File: src/rtl/mc_ctrl_seq.sv
// Multi-cycle control sequencer: FETCH/DECODE/EXEC/MEM/WB with handshaked fetch and
// load/store requests, byte-strobe generation, misalignment detection and LSU timeout.
module mc_ctrl_seq #(
  parameter int DATA_BYTES  = 4,
  parameter int LSU_TIMEOUT = 255,
  parameter int TO_W        = 8
) (
  input  logic                          clk,
  input  logic                          rst_n,
  output logic                          if_req,
  input  logic                          if_ack,
  output logic                          inst_we,
  input  logic [3:0]                    extop,
  input  logic [2:0]                    func3,
  input  logic [6:0]                    func7,
  input  logic                          is_ebreak,
  input  logic                          is_mret,
  input  logic [$clog2(DATA_BYTES)-1:0] addr_lo,
  output logic                          lsu_req,
  output logic                          lsu_wen,
  output logic [DATA_BYTES-1:0]         lsu_wstrb,
  input  logic                          lsu_ack,
  output logic [2:0]                    mem_readop,
  output logic                          reg_write,
  output logic                          pc_write,
  output logic                          csr_write,
  output logic                          misalign_err,
  output logic                          bus_err,
  output logic                          halted
);

  localparam int AW = $clog2(DATA_BYTES);
  localparam logic [TO_W-1:0] TO_LAST = (LSU_TIMEOUT == 0) ? TO_W'(0) : TO_W'(LSU_TIMEOUT - 1);

  localparam logic [3:0] EX_JALR  = 4'd0;
  localparam logic [3:0] EX_LOAD  = 4'd1;
  localparam logic [3:0] EX_IALU  = 4'd2;
  localparam logic [3:0] EX_SYS   = 4'd4;
  localparam logic [3:0] EX_STORE = 4'd5;
  localparam logic [3:0] EX_BRAN  = 4'd6;
  localparam logic [3:0] EX_JAL   = 4'd7;
  localparam logic [3:0] EX_LUI   = 4'd8;
  localparam logic [3:0] EX_AUIPC = 4'd9;
  localparam logic [3:0] EX_R     = 4'd10;

  typedef enum logic [2:0] {
    S_RST, S_FETCH, S_DECODE, S_EXEC, S_MEM, S_WB, S_ERR, S_HALT
  } state_t;

  state_t                state, nxt;
  logic [3:0]            ext_q;
  logic [2:0]            f3_q;
  logic [6:0]            f7_q;
  logic                  mret_q;
  logic [DATA_BYTES-1:0] strb_q;
  logic                  err_bus_q;
  logic [TO_W-1:0]       to_cnt;
  logic                  to_hit;
  logic                  unused_bits;

  function automatic logic is_legal(input logic [3:0] e);
    return (e == EX_JALR) || (e == EX_LOAD) || (e == EX_IALU) || (e == EX_SYS) ||
           (e == EX_STORE) || (e == EX_BRAN) || (e == EX_JAL) || (e == EX_LUI) ||
           (e == EX_AUIPC) || (e == EX_R);
  endfunction

  function automatic logic writes_reg(input logic [3:0] e);
    return (e == EX_JALR) || (e == EX_LOAD) || (e == EX_IALU) || (e == EX_SYS) ||
           (e == EX_JAL) || (e == EX_LUI) || (e == EX_AUIPC) || (e == EX_R);
  endfunction

  function automatic logic writes_pc(input logic [3:0] e);
    return (e == EX_JALR) || (e == EX_BRAN) || (e == EX_JAL);
  endfunction

  // Size is 1 << sz_log bytes; wide intermediate keeps the 8-byte mask from overflowing.
  function automatic logic [DATA_BYTES-1:0] byte_mask(input logic [1:0] sz_log,
                                                      input logic [AW-1:0] off);
    logic [15:0] base;
    base = (16'd1 << (5'd1 << sz_log)) - 16'd1;
    base = base << off;
    return base[DATA_BYTES-1:0];
  endfunction

  function automatic logic is_misaligned(input logic [1:0] sz_log, input logic [AW-1:0] off);
    logic [3:0] sz;
    logic [3:0] off_w;
    sz    = 4'd1 << sz_log;
    off_w = 4'(off);
    return (sz > 4'(DATA_BYTES)) || ((off_w & (sz - 4'd1)) != 4'd0);
  endfunction

  assign to_hit      = (LSU_TIMEOUT != 0) && (to_cnt == TO_LAST);
  assign mem_readop  = f3_q;
  assign unused_bits = ^{f7_q, func7};

  always_ff @(posedge clk or negedge rst_n) begin
    if (!rst_n) begin
      state     <= S_RST;
      ext_q     <= '0;
      f3_q      <= '0;
      f7_q      <= '0;
      mret_q    <= 1'b0;
      strb_q    <= '0;
      err_bus_q <= 1'b0;
      to_cnt    <= '0;
    end else begin
      state <= nxt;
      if (state == S_DECODE) begin
        ext_q  <= extop;
        f3_q   <= func3;
        f7_q   <= func7;
        mret_q <= is_mret;
      end
      if (state == S_EXEC) begin
        strb_q    <= byte_mask(f3_q[1:0], addr_lo);
        err_bus_q <= 1'b0;
      end
      // Ack has priority over an expiring timeout in the same cycle.
      if (state == S_MEM) begin
        if (lsu_ack || to_hit) to_cnt <= '0;
        else                   to_cnt <= to_cnt + TO_W'(1);
        if (!lsu_ack && to_hit) err_bus_q <= 1'b1;
      end
    end
  end

  always_comb begin
    nxt          = state;
    if_req       = 1'b0;
    inst_we      = 1'b0;
    lsu_req      = 1'b0;
    lsu_wen      = 1'b0;
    lsu_wstrb    = '0;
    reg_write    = 1'b0;
    pc_write     = 1'b0;
    csr_write    = 1'b0;
    misalign_err = 1'b0;
    bus_err      = 1'b0;
    halted       = 1'b0;
    case (state)
      S_RST: nxt = S_FETCH;
      S_FETCH: begin
        if_req = 1'b1;
        if (if_ack) begin
          inst_we = 1'b1;
          nxt     = S_DECODE;
        end
      end
      S_DECODE: begin
        if (is_ebreak)            nxt = S_HALT;
        else if (!is_legal(extop)) nxt = S_WB;
        else                      nxt = S_EXEC;
      end
      S_EXEC: begin
        if ((ext_q == EX_LOAD) || (ext_q == EX_STORE))
          nxt = is_misaligned(f3_q[1:0], addr_lo) ? S_ERR : S_MEM;
        else
          nxt = S_WB;
      end
      S_MEM: begin
        lsu_req   = 1'b1;
        lsu_wen   = (ext_q == EX_STORE);
        lsu_wstrb = strb_q;
        if (lsu_ack)     nxt = S_WB;
        else if (to_hit) nxt = S_ERR;
      end
      S_WB: begin
        reg_write = writes_reg(ext_q);
        pc_write  = writes_pc(ext_q);
        csr_write = (ext_q == EX_SYS) && !mret_q;
        nxt       = S_FETCH;
      end
      S_ERR: begin
        misalign_err = !err_bus_q;
        bus_err      = err_bus_q;
        nxt          = S_FETCH;
      end
      S_HALT: halted = 1'b1;
      default: nxt = S_RST;
    endcase
  end

endmodule

File: config.mk
export PLATFORM = sky130hd
export DESIGN_NAME = mc_ctrl_seq
export DESIGN_NICKNAME = d
export VERILOG_FILES = /design/src/rtl/mc_ctrl_seq.sv
export SDC_FILE = /design/constraint.sdc
export NUM_CORES = 1
export LEC_CHECK = 0
export CORE_ASPECT_RATIO = 0.6
export CORE_MARGIN = 2
export CORE_UTILIZATION = 50
export CTS_CLUSTER_DIAMETER = 120
export DETAILED_ROUTE_END_ITERATION = 10
export GPL_TIMING_DRIVEN = 0
export PLACE_DENSITY = 0.9
export SLEW_MARGIN = 20
export SYNTH_ARGS = -nofsm -noshare
export SYNTH_HDL_FRONTEND = slang
export SYNTH_SLANG_ARGS = --single-unit
File: constraint.sdc
create_clock -name clk -period 4.7 [get_ports clk]
set_clock_uncertainty 0.1 [all_clocks]
set_input_delay 1.41 -clock clk [delete_from_list [all_inputs] [get_ports clk]]
set_output_delay 1.41 -clock clk [all_outputs]
set_load 0.01 [all_outputs]
==> metrics.md <==
| Metric | Value |
|---|---|
| Status | `finished clean` |
| Layout Nets | `197` |
| CP Capture Type | `output port` |
| Total Power | `935 uW` |
| Hold-fix buffers, CTS | `0` |
| Initial antenna violation count | `0` |
| Netlist cell types | `41` |
| Sequential power share | `43.8%` |
| CP max-delay cell | `clkdlybuf4s50_1` |
| Crit Path Class | `in2out` |
| R2r setup slk | `2.92 ns` |
| #FFs+latches synth | `24` |
| Hold Path Origin | `strb_q[2]` |
| Final setup violation count | `0` |
| Worst Setup Start Kind | `input pin` |
| Design area | `1720 um2` |
| Crit-path most repeated cell | `clkdlybuf4s50_1` |
| Mux cell area share after synthesis | `6.82%` |
| GRT overflow | `0` |
| R2R Path End | `to_cnt[7]` |
| Post-cts resize count | `0` |
| Number of global-route vias before repair | `1144` |
| Dpl hpwl | `2.35 mm` |
| Reg2Reg Depth | `7` |
| Drt initial violations | `90` |
| Data arrival, critical path | `2.58 ns` |
| Core footprint | `2500 um2` |
| Post-synthesis sequential area ratio | `45.5%` |
| Die area | `3080 um2` |
| Worst-Margin Slew | `0.542 ns` |
| YS warnings | `0` |
| Crit share post-route | `87.1%` |
| Number of enable flip-flop cells after synthesis | `0` |
| Cell Rows | `14` |
| Area after DPL | `1670 um2` |
| Top delay family on crit path | `buffers and inverters` |
| Initial core utilization | `52.7%` |
| Net Sw Frac | `38.5%` |
| Synth Area in XOR/XNOR | `1.99%` |
| Hold path endpoint | `strb_q[2]` |
| Power Dens Cells | `544 nW/um2` |
| Global Route Usage Sum | `21.9%` |
| Routed Antenna Nets | `0` |
| Area growth from synthesis to layout | `30.3%` |
| Tmin final | `4.09 ns` |
| Gpl congestion | `0.789` |
| Top FF cell, synth | `dfrtp_1` |
| Gate power share | `41.4%` |
| CTS tree | `yes` |
| Final slew viol count | `0` |
| Largest family of logic cells by synthesized area | `simple AND/OR/NAND/NOR gates` |
| CTS max path bufs | `2` |
| Switching power | `360 uW` |
| Pre-Repair DR Iteration Count | `4` |
| Fmax | `0.244 GHz` |
| Synth Area in Adders | `1.90%` |
| CP max stage delay | `0.54 ns` |
| CTS sink count | `24` |
| TNS Setup | `0 ns` |
| RSZ-0062 raised after global routing | `no` |
| Via-to-Cell Ratio | `5.76` |
| Syn avg cell area | `9.64 um2` |
| Root buffer cell | `clkbuf_8` |
| DRC viols | `0` |
| Hold path depth | `1` |
| CP Cell Sequence | `clkdlybuf4s50_1 > and2_1 > clkdlybuf4s50_1` |
| Hold WC Path Type | `reg2reg` |
| Relative slew margins | `63.8%` |
| Die Height | `43.8 um` |
| Leading cell type in the layout, fill and taps excluded | `clkdlybuf4s50_1` |
| Mapped Area | `1320 um2` |
| Share of cells above drive strength 1 | `8.72%` |
| Critical Path RT | `3.19 ns` |
| Buf+Inv Stages, Crit Path | `2` |
| Leak Pwr | `0.000736 uW` |
| Most frequent cells in the layout | `clkdlybuf4s50_1 (30), dfrtp_1 (24), nand2_1 (15)` |
| Final wirelength | `3.09 mm` |
| Ant. Diodes | `0` |
| Top-Level Pins | `39` |
| Fill cells | `191` |
| Synthesized net count | `161` |
| H-tree levels | `1` |
| Simple-gate share of the synthesized area | `24.1%` |
| Die span in x | `70.3 um` |
| IO buf count | `31` |
| Int Pwr | `576 uW` |
| Maximum vdd ir drop | `0.311 mV` |
| Synth Area in Compound Gates | `16.0%` |
| Global-route wire length before repair | `5.20 mm` |
| Via count | `1175` |
| Post-CTS setup buffer count | `0` |
| Worst skew pair latency | `0.27 ns` |
| Fin. Hold Viols | `0` |
| Crit Reg-Reg Startpoint | `state[1]` |
| Critical Path Fanout Max | `3` |
| CTS Buf Count | `3` |
| WL per Instance | `15.1 um` |
| Clock share of power | `14.8%` |
| Largest net degree at the start of global routing | `25` |
| Max Cap Viol | `0` |
| Mapped Cells | `137` |
| Clk slew on worst S/H paths | `0.08 ns` |
| Ys async rst share | `100%` |
## power by group through the flow
| stage | registers [uW] | logic [uW] | clock network, uW |
|---|---|---|---|
| floorplan | 384 | 246 | 0 |
| global placement | 397 | 367 | 0 |
| detailed placement | 410 | 387 | 0 |
| CTS | 406 | 390 | 143 |
| global route | 421 | 433 | 151 |
| finish | 409 | 387 | 139 |
## metal layers
layer	routed length, um	GRT usage, %
met5	0	0
met3	188	4.88
met4	21	6.15
met1	1440	29.3
met2	1430	36.8
## worst max-delay path by stage
stage          startpoint       to  slack (ns)  cells after the start
6_report           if_ack  inst_we        0.61                      3
5_1_grt            if_ack  inst_we        0.55                      3
4_1_cts            if_ack  inst_we        0.60                      3
3_5_place_dp       if_ack  inst_we        0.60                      3
3_3_place_gp       if_ack  inst_we        0.62                      3
2_1_floorplan      if_ack  inst_we        1.63                      1
## Yosys cell counts (3+ instances only)
cell      n  area share [%]
dfrtp_1  24              45
nand2_1  15             4.3
a21oi_1   8             3.0
nor2_1    8             2.3
o21ai_1   7             2.7
and2_1    6             2.8
nand3_1   6             2.3
and3_1    5             2.4
mux2_1    5             4.3
o21ai_0   4             1.5
inv_1     3            0.85
mux2_2    3             2.6
nor2b_1   3             1.4
nor3_1    3             1.1
xor2_1    3             2.0
## logic make-up after synthesis
kind of cell | after synthesis
adder cells (fa/ha/maj) | 2
XOR/XNOR | 3
AND/OR/NAND/NOR | 58
AO/OA/AOI/OAI | 34
buffers and inverters | 8
flip-flops | 24
multiplexers | 8
## stage by stage
stage / hold WS (ns) / cells / util, % / setup WS, ns
final: 0.387 / 204 / 68.7 / 0.605
after global routing: 0.413 / 204 / 68.7 / 0.552
after CTS: 0.389 / 204 / 68.9 / 0.596
after detailed placement: 0.369 / 200 / 66.7 / 0.603
after global placement: 0.356 / 200 / 66.7 / 0.616
after floorplan: 0.340 / 137 / - / 1.63
## final cells by class
cell class	instances	area, um2	share of cell area [%]
Buffer	4	33.8	1.96
Sequential cell	24	601	34.9
Timing Repair Buffer	31	305	17.7
Multi-Input combinational cell	105	671	39.0
Tap cell	32	40.0	2.33
Clock buffer	4	55.1	3.20
Inverter	4	15.0	0.873
## state kept, by name (all words and copies together), names as in the netlist
name        flops
to_cnt          8
ext_q           4
strb_q          4
mem_readop      3
state           3
err_bus_q       1
mret_q          1
Note: power is estimated with default switching activity, not from simulation.
